$ cat config.mk
export PLATFORM = sky130hd
export DESIGN_NAME = switch_conditioner
export DESIGN_NICKNAME = d
export VERILOG_FILES = /design/src/rtl/switch_conditioner.sv
export SDC_FILE = /design/constraint.sdc
export NUM_CORES = 1
export LEC_CHECK = 0
export BUFFER_PORTS_ARGS = -buffer_cell sky130_fd_sc_hd__buf_2
export CAP_MARGIN = 20
export CORE_MARGIN = 2
export CORE_UTILIZATION = 38
export CTS_BUF_LIST = sky130_fd_sc_hd__clkbuf_8
export CTS_CLUSTER_DIAMETER = 60
export CTS_CLUSTER_SIZE = 10
export DETAILED_ROUTE_END_ITERATION = 7
export PLACE_DENSITY = 0.65
export SYNTH_ARGS = -nofsm -noshare
export SYNTH_HDL_FRONTEND = slang
export SYNTH_SLANG_ARGS = --single-unit
$ cat constraint.sdc
create_clock -name CLOCK_50 -period 2.05 [get_ports CLOCK_50]
set_input_delay 0.3075 -clock CLOCK_50 [delete_from_list [all_inputs] [get_ports CLOCK_50]]
set_output_delay 0.3075 -clock CLOCK_50 [all_outputs]
set_load 0.1 [all_outputs]
$ cat src/rtl/switch_conditioner.sv
// Two-flop synchroniser, stability-count debounce and edge pulses
// for the timer's slide switches; every bit is independent.
module switch_conditioner #(
  parameter int N_SW            = 3,
  parameter int DEBOUNCE_CYCLES = 1000000,
  parameter int CNT_W           = 20
) (
  input  logic            CLOCK_50,
  input  logic            Reset,
  input  logic [N_SW-1:0] SW_raw,
  output logic [N_SW-1:0] SW_clean,
  output logic [N_SW-1:0] SW_rise,
  output logic [N_SW-1:0] SW_fall
);

  localparam logic [CNT_W-1:0] LAST = CNT_W'(DEBOUNCE_CYCLES - 1);

  for (genvar i = 0; i < N_SW; i++) begin : g_bit
    logic             s1;
    logic             s2;
    logic [CNT_W-1:0] cnt;
    logic             clean;
    logic             rise;
    logic             fall;

    // Synchronise, count consecutive disagreeing cycles, accept at the limit
    always_ff @(posedge CLOCK_50 or posedge Reset) begin
      if (Reset) begin
        s1    <= 1'b0;
        s2    <= 1'b0;
        cnt   <= '0;
        clean <= 1'b0;
        rise  <= 1'b0;
        fall  <= 1'b0;
      end else begin
        s1   <= SW_raw[i];
        s2   <= s1;
        rise <= 1'b0;
        fall <= 1'b0;
        if (s2 == clean) begin
          cnt <= '0;
        end else if (cnt < LAST) begin
          cnt <= cnt + CNT_W'(1);
        end else begin
          cnt   <= '0;
          clean <= s2;
          rise  <= s2;
          fall  <= ~s2;
        end
      end
    end

    assign SW_clean[i] = clean;
    assign SW_rise[i]  = rise;
    assign SW_fall[i]  = fall;
  end

endmodule

Yosys cells after proc, flatten, opt, wreduce, memory -nomap -nowiden:

Cells that the tools add are included.
Widths: inputs -> output; s select.

* $add $sub $neg: 3
* order comparisons: 3
* equal/unequal tests: 3
* muxes and demuxes: 18
* bitwise logic cells: 9
* reductions and logical operators: 3

Operators by type and width (count)
* $mux 20: 6
* $add 20x1->20 const B: 3
* $lt 20x20->1 const B: 3
* $mux 1: 12
* $not 1->1: 9
* $reduce_and 2->1: 3
* $eq 1x1->1: 3

* bits in registers: 75
* bits of input ports: 5
* output and inout bits: 9

Longest topological paths before layout:

* depth in word-level cells: 3
* depth in mapped cells: 7
* depth with buffers taken out: 6

Worst setup path after synthesis:

OpenSTA, ideal clock, no wires.

* path type: register to register
* start: register g_bit[0].cnt[0]
* end: register g_bit[0].clean
* library setup time: 0.128 ns
* data arrival time: 2.117 ns
* data required time: 1.922 ns
* setup slack: -0.194 ns
* stages on the path, launching flop included: 7
* buffers on the path: 0
* period minus slack after synthesis: 2.244 ns
* path through: dfrtp_1 ha_1 and4_4 a2111o_1 a2111oi_4 or3_1 mux2_1

* word-level cells in the longest chain between the ends: 3

RTL lines
* start: declaration: RTL line 21 `logic [CNT_W-1:0] cnt;`
* start signal: assignment: RTL line 43 `cnt <= cnt + CNT_W'(1);`
* $lt 20x20->1: RTL line 42 `end else if (cnt < LAST) begin`
* $not 1->1 (no source line)
* $reduce_and 2->1 (no source line)
* end signal: assignment: RTL line 32 `clean <= 1'b0;`
* end signal: assignment: RTL line 46 `clean <= s2;`
* end: declaration: RTL line 22 `logic clean;`

No other way between the ends.
A chain may end at the register's enable or synchronous reset.

Worst setup path after layout:

* start: register g_bit[0].cnt[1]
* end: register g_bit[0].clean

Same word-level chain as after synthesis.

==> results.md <==
- Setup WS pre-CTS: -0.1828 ns
- Fin cells: 496
- CTS root buffer: clkbuf_8
- Clk slew on worst S/H paths: 0.08 ns
- Status: finished with violations
- Sequential fraction of design power: 0.584
- Worst Path Required: 2.29 ns
- Period utilization: 1.001
- Synth Area in Compound Gates: 0.04541
- CP Max Fanout: 2
- Top Ports: 14
- Clock latency on the worst-skew pair: 0.35 ns
- Nets@finish: 389
- Int Power: 1.996 mW
- Flops & latches, synth: 75
- Mapped Area: 3500 um^2
- Layout area overhead: 16.84%
- Synth Flop Type: dfrtp_1
- Main combinational cell family by area after synthesis: simple AND/OR/NAND/NOR gates
- Total of max-cap violations: 0
- Worst r2r src: g_bit[0].cnt[1]
- Hold Vio Cnt, Final: 0
- CP endpoint kind: flip-flop
- Total grt overflow: 0
- Chip Width: 99.97 um
- Hold buffer count at CTS: 0
- Antenna violations before repair: 0
- H-tree levels: 3
- First-pass GRT wire length: 11.07 mm
- Rows: 35
- Tot Pwr: 2.600 mW
- Sequential area share after synthesis: 0.5363
- Leakage power: 1.830 nW
- IO buf count: 13
- Synthesized net count: 347
- VDD IR-drop max: 402.2 uV
- Buf+Inv Stages, Crit Path: 0
- DP Wirelength: 4.325 mm
- Xor and xnor fraction of the mapped netlist area: 0.1351
- Fin crit period: 2.051 ns
- Post-synth top area share: 0.5363
- Pwr dens: 635.9 nW/um^2
- DRT Pass-1 Iters: 4
- Critical Path AT: 2.29 ns
- Multiplexer share of the synthesized area: 0.009653
- Core region area: 9065 um^2
- Delay-heaviest family, CP: compound AO/OA/AOI/OAI gates
- CTS tree: done
- Routed len/inst: 12.65 um
- Drt first-iter violations: 133
- WL final: 6.275 mm
- CP Launch Point: g_bit[0].cnt[1]
- Remaining DRCs: 0
- Final worst setup slack: -0.001288 ns
- Post-route core utilization: 0.4511
- Commonest non-fill, non-tap cell in the layout: dfrtp_1
- Most frequent cells in the layout: dfrtp_1 (75), nor2_1 (61), xor2_1 (31)
- Yosys top cell by area: dfrtp_1
- Routability cong.: 0.8130
- Worst Hold Class: in2async
- EDFF count, synth: 0
- Ys async rst share: 1.000
- P_sw: 604.0 uW
- R2R depth: 6
- Largest net degree at the start of global routing: 34
- DR vias/cell: 4.974
- Starting Density: 0.3861
- Largest stage delay, worst path: 0.41 ns
- Antenna Violating Nets Remaining: 0
- Layout cells sized above 1: 0.1974
- Violated checks: setup timing
- Setup violators final: 1
- Crit Reg-Reg Endpoint: g_bit[0].clean
- Post-Synth Simple-Gate Area: 0.2324
- Reg2reg setup slack: -0.001 ns
- CTS Buffer Depth: 2
- Max frequency: 487.5 MHz
- Mean Syn Cell Area: 10.32 um^2
- Clock share of power: 0.371
- Fillers: 835
- Slowest cell on crit path: a2111o_1
- Number of global-route vias before repair: 2,514
- Ys Warns: 0
- Inserted Clock Buffers: 9
- Adder-Cell Fraction of Synth Area: 0.01073
- Clock Sinks: 75
- Final Instance Area: 4089 um^2
- Comb power frac: 0.045
- Worst rel slew slack: 0.5433
- Die Ht: 99.97 um
- Ranking of synthesized cells by area: dfrtp_1 (54%), xor2_1 (7.8%), nor2_1 (7.2%)
- Area after DPL: 3845 um^2
- ANT cells: 0
- Die ar.: 9993 um^2
- Unrepaired setup endpoints after global routing: true
- Fin. max-slew vios: 0
- Placed Cells: 477
- CP Cell Sequence: ha_2 > and4_4 > a2111o_1 > a2111oi_4 > or3_4 > mux2_4
- Setup CP Type: reg2reg
- Clock skew: 0.009617 ns
- Netlist cell types: 41
- Sw frac: 0.2323
- Slew of the pin with the lowest slew margin: 0.6837 ns
- Cells after synthesis: 339
- Setup crit start kind: flip-flop
- Total Routing Usage GR: 0.1388
- DR vias: 2,467
[flip-flops by register name (all words and copies together) (netlist names)]
signal / cells
g_bit.rise: 3
g_bit.clean: 3
g_bit.cnt: 60
g_bit.s1: 3
g_bit.fall: 3
g_bit.s2: 3
[worst max path at each step]
stage,to,cells after the start
after detailed placement,g_bit[0].clean,6
after global placement,g_bit[0].clean,6
after CTS,g_bit[0].cnt[2],8
final,g_bit[0].clean,6
after floorplan,g_bit[0].clean,6
after global routing,g_bit[0].cnt[7],8
[cells by family (layout without fill, tap and decap cells)]
group                      after synthesis  count (layout)
muxes                                    3               3
xor gates and xnor gates                54              54
and+or+nand+nor                        168             168
AOI/OAI and AO/OA                       19              19
adders and majority gates                3               3
DFF                                     75              75
buffers and inverters                   17              63
[stage by stage]
step                       TNS (ns)  hold WS (ns)
after floorplan             -0.1477        0.3312
after global placement      -0.1465        0.3373
after detailed placement    -0.4386        0.3347
after CTS                   -0.6833       0.05116
after global routing         -1.429       0.05212
final                     -0.001288       0.04897
[routing by layer]
layer  global-route usage  vias to the layer above  part of all wire
met5                    0                        -                 0
met4              0.05796                        0             0.018
met3              0.03691                       10             0.027
met2               0.2328                       28              0.49
met1               0.1701                     1201              0.46
li1                     -                     1228                 -
[worst reg2reg max path, stage by stage (launching register included)]
cell and delay [ns]:
dfrtp_1 0.38, ha_2 0.19, and4_4 0.14, a2111o_1 0.41
a2111oi_4 0.32, or3_4 0.20, mux2_4 0.29
[power groups by stage]
stage,Clock [mW],Sequential (mW),Combinational [mW]
3_5_place_dp,0,1.55,0.111
2_1_floorplan,0,1.54,0.0620
6_report,0.966,1.52,0.116
4_1_cts,1.01,1.52,0.117
5_1_grt,1.06,1.52,0.131
3_3_place_gp,0,1.55,0.110
[cells in the mapped netlist, drive strengths merged (2+ instances only)]
cell type	number
a21oi	3
and3	10
and4	5
buf	11
dfrtp	75
ha	3
inv	5
mux2	3
nand2	24
nand3	21
nand4	12
nor2	67
nor3	10
nor3b	6
nor4	4
o21ai	6
o31ai	2
or2	3
or4	2
xnor2	23
xor2	31
[area by class of cell]
type                            instances  area, um^2  area share
Clock buffer                           10       137.6     0.03366
Tap cell                              111       138.9     0.03397
Multi-Input combinational cell        247        1570      0.3840
Inverter                                5       22.52    0.005508
Clock inverter                          5       23.77    0.005814
Sequential cell                        75        1877      0.4590
Timing Repair Buffer                   43       319.1     0.07803
[repair_timing]
| action | in CTS | in global routing |
|---|---|---|
| pin swaps | 4 | 6 |
| gates resized for setup | 10 | 4 |
| setup endpoints to repair | 19 | 21 |
| setup buffers | 3 | 1 |
(Power assumes the default switching activity.)
